`src/rtl/mash_sdm_pkg.sv`:
```
// Shared constants, order encoding and helpers for the MASH 1-1-1 modulator.
package mash_sdm_pkg;

  localparam int unsigned OUT_W      = 4;
  localparam int unsigned LFSR_W     = 23;
  localparam int unsigned LFSR_TAP_A = 23;
  localparam int unsigned LFSR_TAP_B = 18;

  typedef enum logic [1:0] {
    ORD1 = 2'd1,
    ORD2 = 2'd2,
    ORD3 = 2'd3
  } order_e;

  // Order code 0 is folded onto first order.
  function automatic order_e norm_order(input logic [1:0] ord);
    order_e res;
    case (ord)
      2'd2:    res = ORD2;
      2'd3:    res = ORD3;
      default: res = ORD1;
    endcase
    return res;
  endfunction

endpackage

```
`src/rtl/mash_acc_stage.sv`:
```
// One W-bit accumulator stage: registered sum, combinational next sum and carry-out.
module mash_acc_stage #(
  parameter int unsigned W = 16
) (
  input  logic         clk,
  input  logic         rst,
  input  logic         en,
  input  logic         clr,
  input  logic [W-1:0] addend,
  input  logic         cin,
  output logic [W-1:0] sum_c,
  output logic         co_c
);

  logic [W-1:0] acc;
  logic [W:0]   s_c;

  assign s_c   = {1'b0, acc} + {1'b0, addend} + {{W{1'b0}}, cin};
  assign sum_c = s_c[W-1:0];
  assign co_c  = s_c[W];

  always_ff @(posedge clk) begin
    if (rst) begin
      acc <= '0;
    end else if (en) begin
      acc <= clr ? '0 : s_c[W-1:0];
    end
  end

endmodule

```
`src/rtl/mash_sdm_v2.sv`:
```
// Parametrised MASH 1-1-1 sigma-delta modulator with run-time order select,
// optional LFSR dither on the stage-1 carry-in and a clock-enable/valid handshake.
module mash_sdm_v2
  import mash_sdm_pkg::*;
#(
  parameter int unsigned       W         = 16,
  parameter logic [LFSR_W-1:0] LFSR_SEED = 23'h5A5A5A
) (
  input  logic                    clk,
  input  logic                    rst,
  input  logic                    en,
  input  logic                    din_vld,
  input  logic [W-1:0]            din,
  input  logic [1:0]              order,
  input  logic                    dith_en,
  output logic signed [OUT_W-1:0] sdm_out,
  output logic                    sdm_vld,
  output logic                    sdm_qn
);

  logic [W-1:0]      din_reg;
  order_e            order_reg;
  logic [LFSR_W-1:0] lfsr;
  logic              c2_d1, c3_d1, c3_d2;

  order_e            ord_c;
  logic              act2_c, act3_c, drop2_c, drop3_c;
  logic              dith_c, qn_c, lfsr_fb_c;
  logic [OUT_W-1:0]  y_c;

  logic [W-1:0]      add_c       [1:3];
  logic [W-1:0]      sum_c       [1:3];
  logic              cin_c       [1:3];
  logic              carry_c     [1:3];
  logic              stage_en_c  [1:3];
  logic              stage_clr_c [1:3];

  assign ord_c     = norm_order(order);
  assign act2_c    = (ord_c != ORD1);
  assign act3_c    = (ord_c == ORD3);
  // Stages leaving the active set are zeroed once, then simply stop clocking.
  assign drop2_c   = !act2_c && (order_reg != ORD1);
  assign drop3_c   = !act3_c && (order_reg == ORD3);
  assign dith_c    = dith_en & lfsr[0];
  assign lfsr_fb_c = lfsr[LFSR_TAP_A-1] ^ lfsr[LFSR_TAP_B-1];

  always_comb begin
    add_c[1]       = din_reg;
    add_c[2]       = sum_c[1];
    add_c[3]       = sum_c[2];
    cin_c[1]       = dith_c;
    cin_c[2]       = 1'b0;
    cin_c[3]       = 1'b0;
    stage_en_c[1]  = en;
    stage_en_c[2]  = en & (act2_c | drop2_c);
    stage_en_c[3]  = en & (act3_c | drop3_c);
    stage_clr_c[1] = 1'b0;
    stage_clr_c[2] = drop2_c;
    stage_clr_c[3] = drop3_c;
  end

  for (genvar k = 1; k <= 3; k++) begin : g_stage
    mash_acc_stage #(.W(W)) u_stage (
      .clk    (clk),
      .rst    (rst),
      .en     (stage_en_c[k]),
      .clr    (stage_clr_c[k]),
      .addend (add_c[k]),
      .cin    (cin_c[k]),
      .sum_c  (sum_c[k]),
      .co_c   (carry_c[k])
    );
  end

  // Noise-shaping combine; modulo-16 arithmetic is exact since y stays in -3..+4.
  always_comb begin
    y_c = OUT_W'(carry_c[1]);
    if (act2_c) begin
      y_c = y_c + OUT_W'(carry_c[2]) - OUT_W'(c2_d1);
    end
    if (act3_c) begin
      y_c = y_c + OUT_W'(carry_c[3]) - OUT_W'({c3_d1, 1'b0}) + OUT_W'(c3_d2);
    end
  end

  always_comb begin
    case (ord_c)
      ORD2:    qn_c = sum_c[2][W-1];
      ORD3:    qn_c = sum_c[3][W-1];
      default: qn_c = sum_c[1][W-1];
    endcase
  end

  always_ff @(posedge clk) begin
    if (rst) begin
      din_reg   <= '0;
      order_reg <= ORD3;
      lfsr      <= LFSR_SEED;
      c2_d1     <= 1'b0;
      c3_d1     <= 1'b0;
      c3_d2     <= 1'b0;
      sdm_out   <= '0;
      sdm_vld   <= 1'b0;
      sdm_qn    <= 1'b0;
    end else begin
      if (din_vld) begin
        din_reg <= din;
      end
      sdm_vld <= en;
      if (en) begin
        order_reg <= ord_c;
        sdm_out   <= y_c;
        sdm_qn    <= qn_c;
        lfsr      <= {lfsr[LFSR_W-2:0], lfsr_fb_c};
        if (act2_c) begin
          c2_d1 <= carry_c[2];
        end else if (drop2_c) begin
          c2_d1 <= 1'b0;
        end
        if (act3_c) begin
          c3_d1 <= carry_c[3];
          c3_d2 <= c3_d1;
        end else if (drop3_c) begin
          c3_d1 <= 1'b0;
          c3_d2 <= 1'b0;
        end
      end
    end
  end

endmodule

```
`config.mk`:
```
export PLATFORM = sky130hd
export DESIGN_NAME = mash_sdm_v2
export DESIGN_NICKNAME = d
export VERILOG_FILES = /design/src/rtl/mash_sdm_pkg.sv /design/src/rtl/mash_acc_stage.sv /design/src/rtl/mash_sdm_v2.sv
export SDC_FILE = /design/constraint.sdc
export NUM_CORES = 1
export LEC_CHECK = 0
export CAP_MARGIN = 10
export CORE_MARGIN = 2
export CORE_UTILIZATION = 60
export CTS_CLUSTER_SIZE = 30
export DETAILED_ROUTE_END_ITERATION = 7
export DONT_BUFFER_PORTS = 1
export PLACE_DENSITY_LB_ADDON = 0.08
export SYNTH_ARGS = -nofsm -noshare
export SYNTH_HDL_FRONTEND = slang
export SYNTH_SLANG_ARGS = --single-unit
```
`constraint.sdc`:
```
create_clock -name clk -period 12.02 [get_ports clk]
set_input_delay 1.803 -clock clk [delete_from_list [all_inputs] [get_ports clk]]
set_output_delay 1.803 -clock clk [all_outputs]
set_load 0.05 [all_outputs]
```
==> run metrics <==
run status finished clean; CTS Root Cell clkbuf_8; vias in the first global route 4374; clock sinks 98; crit start category input pin; CTS tree yes; fill count 802; post-synthesis mux area share 0.0942; Num CTS Buffers 9; # rows 35; syn_nets 707; share of flip-flops with an asynchronous set or reset 0; main combinational cell family by area after synthesis compound AO/OA/AOI/OAI gates; Crit path arrival time 7290 ps; Syn. warnings 0; adder-cell area share of the yosys netlist 0.135; number of H-tree levels 3; diodes inserted 0; CP max stage cell fa_1; final worst path period share 0.584; CTS Buffer Depth 2; Leakage 0.00282 uW; footprint of the multi-input gates 3580 sq um; setup violators final 0; worst-margin pin slew 921 ps; Via Count 4346; Syn Std Cell Area 5750 sq um; Max VDD drop 0.000104 V; most used cell, CP ha_1; RSZ-0062 raised after global routing false; # hold bufs at CTS 0; Fin Clk Skew 11.7 ps; CTS resizes 0; post-place setup slack 4600 ps; sequential area share after synthesis 0.341; DIE HEIGHT 102 um; dominant synthesized flop cell dfxtp_1; Routed WL 11.9 mm; DRC Markers 0; fmax 142 MHz; synth top area cells dfxtp_1, ha_1, mux2i_1; Max-Cap Viols 0; post-synth top area cell dfxtp_1; Avg Vias per Cell 5.83; area share of the largest cell type after synthesis 0.341; Routed WL per cell 15.9 um; Final GP Congestion 0.843; number of synthesized flops with an enable pin 0; GRT Util Overall 0.241; final net count 695; crit path time final 7020 ps; Final Slew Violations 0; IO Count 29; Worst Path Max Fanout 7; setup TNS 0 ps; antenna violations before repair 0; Hold Path Stages 2; Worst-Skew Late Latency 370 ps; Syn Inst Count 625; critical path endpoint category flip-flop; Worst Reg-to-Reg Cells 30; largest net degree at the start of global routing 70; Pre-antenna DRT Iters 4; Worst Path Buf+Inv 3; post-synthesis simple-gate area fraction 0.140; setup ws final 5000 ps; Setup Buffers After CTS 0; Syn Area/Cell 9.20 sq um; initial DRC count 120; Synth Area in XOR/XNOR 0.0564; final hold viol count 0; Worst-path clk slew 90 ps; CP peak stage delay 420 ps; worst hold path type flip-flop to flip-flop; WP data required 12290 ps; relative slew slack 0.384; Area Overhead vs Synth 3.94%; total grt overflow 0; first-pass GRT wire length 20.0 mm; Starting Density 0.619; max FFs per register 48; Detail Route Antenna Nets 0; number of synthesized register bits 98; register area 1960 sq um; IO buf count 0; Netlist cell types 68; Pwr Density 120 nW/um^2; Core Area 9280 sq um; post-synthesis compound-gate area fraction 0.197; hpwl dp 8.91 mm; share of cells above drive strength 1 0.0519; Setup Crit Path Kind input pin to flip-flop; Top delay family on crit path adder cells; Crit path depth 30; Die Span X 102 um; DIE AREA 10400 sq um
-- stage by stage --
step | utilization | hold slack (ps) | total power [uW] | instances | area, sq um
2_1_floorplan | - | 426 | 504 | 625 | 5750
3_3_place_gp | 0.625 | 440 | 524 | 730 | 5800
3_5_place_dp | 0.625 | 449 | 531 | 730 | 5800
4_1_cts | 0.643 | 461 | 725 | 745 | 5970
5_1_grt | 0.644 | 487 | 756 | 746 | 5980
6_report | 0.644 | 459 | 719 | 746 | 5980
-- where the power goes --
part,internal [uW],total (uW),switching [uW]
logic,72.0,165,93.0
registers,345,360,15.7
clock network,75.8,194,118
-- area by class of cell --
class	count	area share
multi-input cells	478	0.599
inverters	24	0.0151
clock inverters	5	0.00649
clock buffers	10	0.0214
flip-flops and latches	98	0.328
well taps	129	0.0270
repair buffers	2	0.00314
-- metal layers --
layer | vias up | track usage | wire length (um)
met5 | - | 0 | 0
met4 | 0 | 0.0790 | 151
met3 | 14 | 0.0479 | 357
met2 | 55 | 0.412 | 5710
met1 | 2059 | 0.306 | 5630
li1 | 2218 | - | -
-- final timing paths --
path	from	end	slack [ps]
max reg2reg	din_reg[0]$_SDFFE_PP0P_	sdm_out[2]$_SDFFE_PP0P_	6010
min	g_stage[3].u_stage.acc[2]$_SDFFE_PP0P_	g_stage[3].u_stage.acc[2]$_SDFFE_PP0P_	460
max	dith_en	sdm_out[2]$_SDFFE_PP0P_	5000
min reg2reg	g_stage[3].u_stage.acc[2]$_SDFFE_PP0P_	g_stage[3].u_stage.acc[2]$_SDFFE_PP0P_	460
-- synthesized netlist by cell type, types with 7 or more instances --
| library cell | number |
|---|---|
| a21oi_1 | 24 |
| a211oi_1 | 7 |
| mux2i_1 | 53 |
| inv_1 | 23 |
| a22o_1 | 16 |
| o21a_1 | 8 |
| ha_1 | 54 |
| dfxtp_1 | 98 |
| nand2_1 | 40 |
| a22oi_1 | 12 |
| clkbuf_1 | 21 |
| o21ai_0 | 16 |
| nor2b_1 | 14 |
| xnor2_1 | 23 |
| a21o_1 | 19 |
| nor2_1 | 86 |
| xor2_1 | 14 |
| nand3_1 | 7 |
-- worst reg2reg max path: cells and delay by family (launching register included) --
family | cells | cell delay [ps]
adder cells (fa/ha/maj) | 8 | 2260
AO/OA/AOI/OAI | 11 | 2000
AND/OR/NAND/NOR | 5 | 680
flip-flops | 1 | 360
XOR/XNOR | 2 | 360
buffers and inverters | 4 | 240
-- layout by cell type, fill, tap and decap left out, drive strengths merged, types with 16 or more instances in the layout --
cell / n
a21oi: 25
a22o: 16
ha: 54
o21ai: 22
dfxtp: 98
nand2: 40
nor2: 86
xnor2: 23
mux2i: 53
inv: 25
a21o: 19
-- cells by family (layout without fill, tap and decap cells) --
| logic type | Yosys count | after routing |
|---|---|---|
| buf+inv | 49 | 41 |
| compound gates | 148 | 148 |
| flops | 98 | 98 |
| simple gates | 180 | 180 |
| xor+xnor | 37 | 37 |
| mux | 54 | 54 |
| fa+ha+maj | 59 | 59 |
Power figures use the tool's default switching activity.
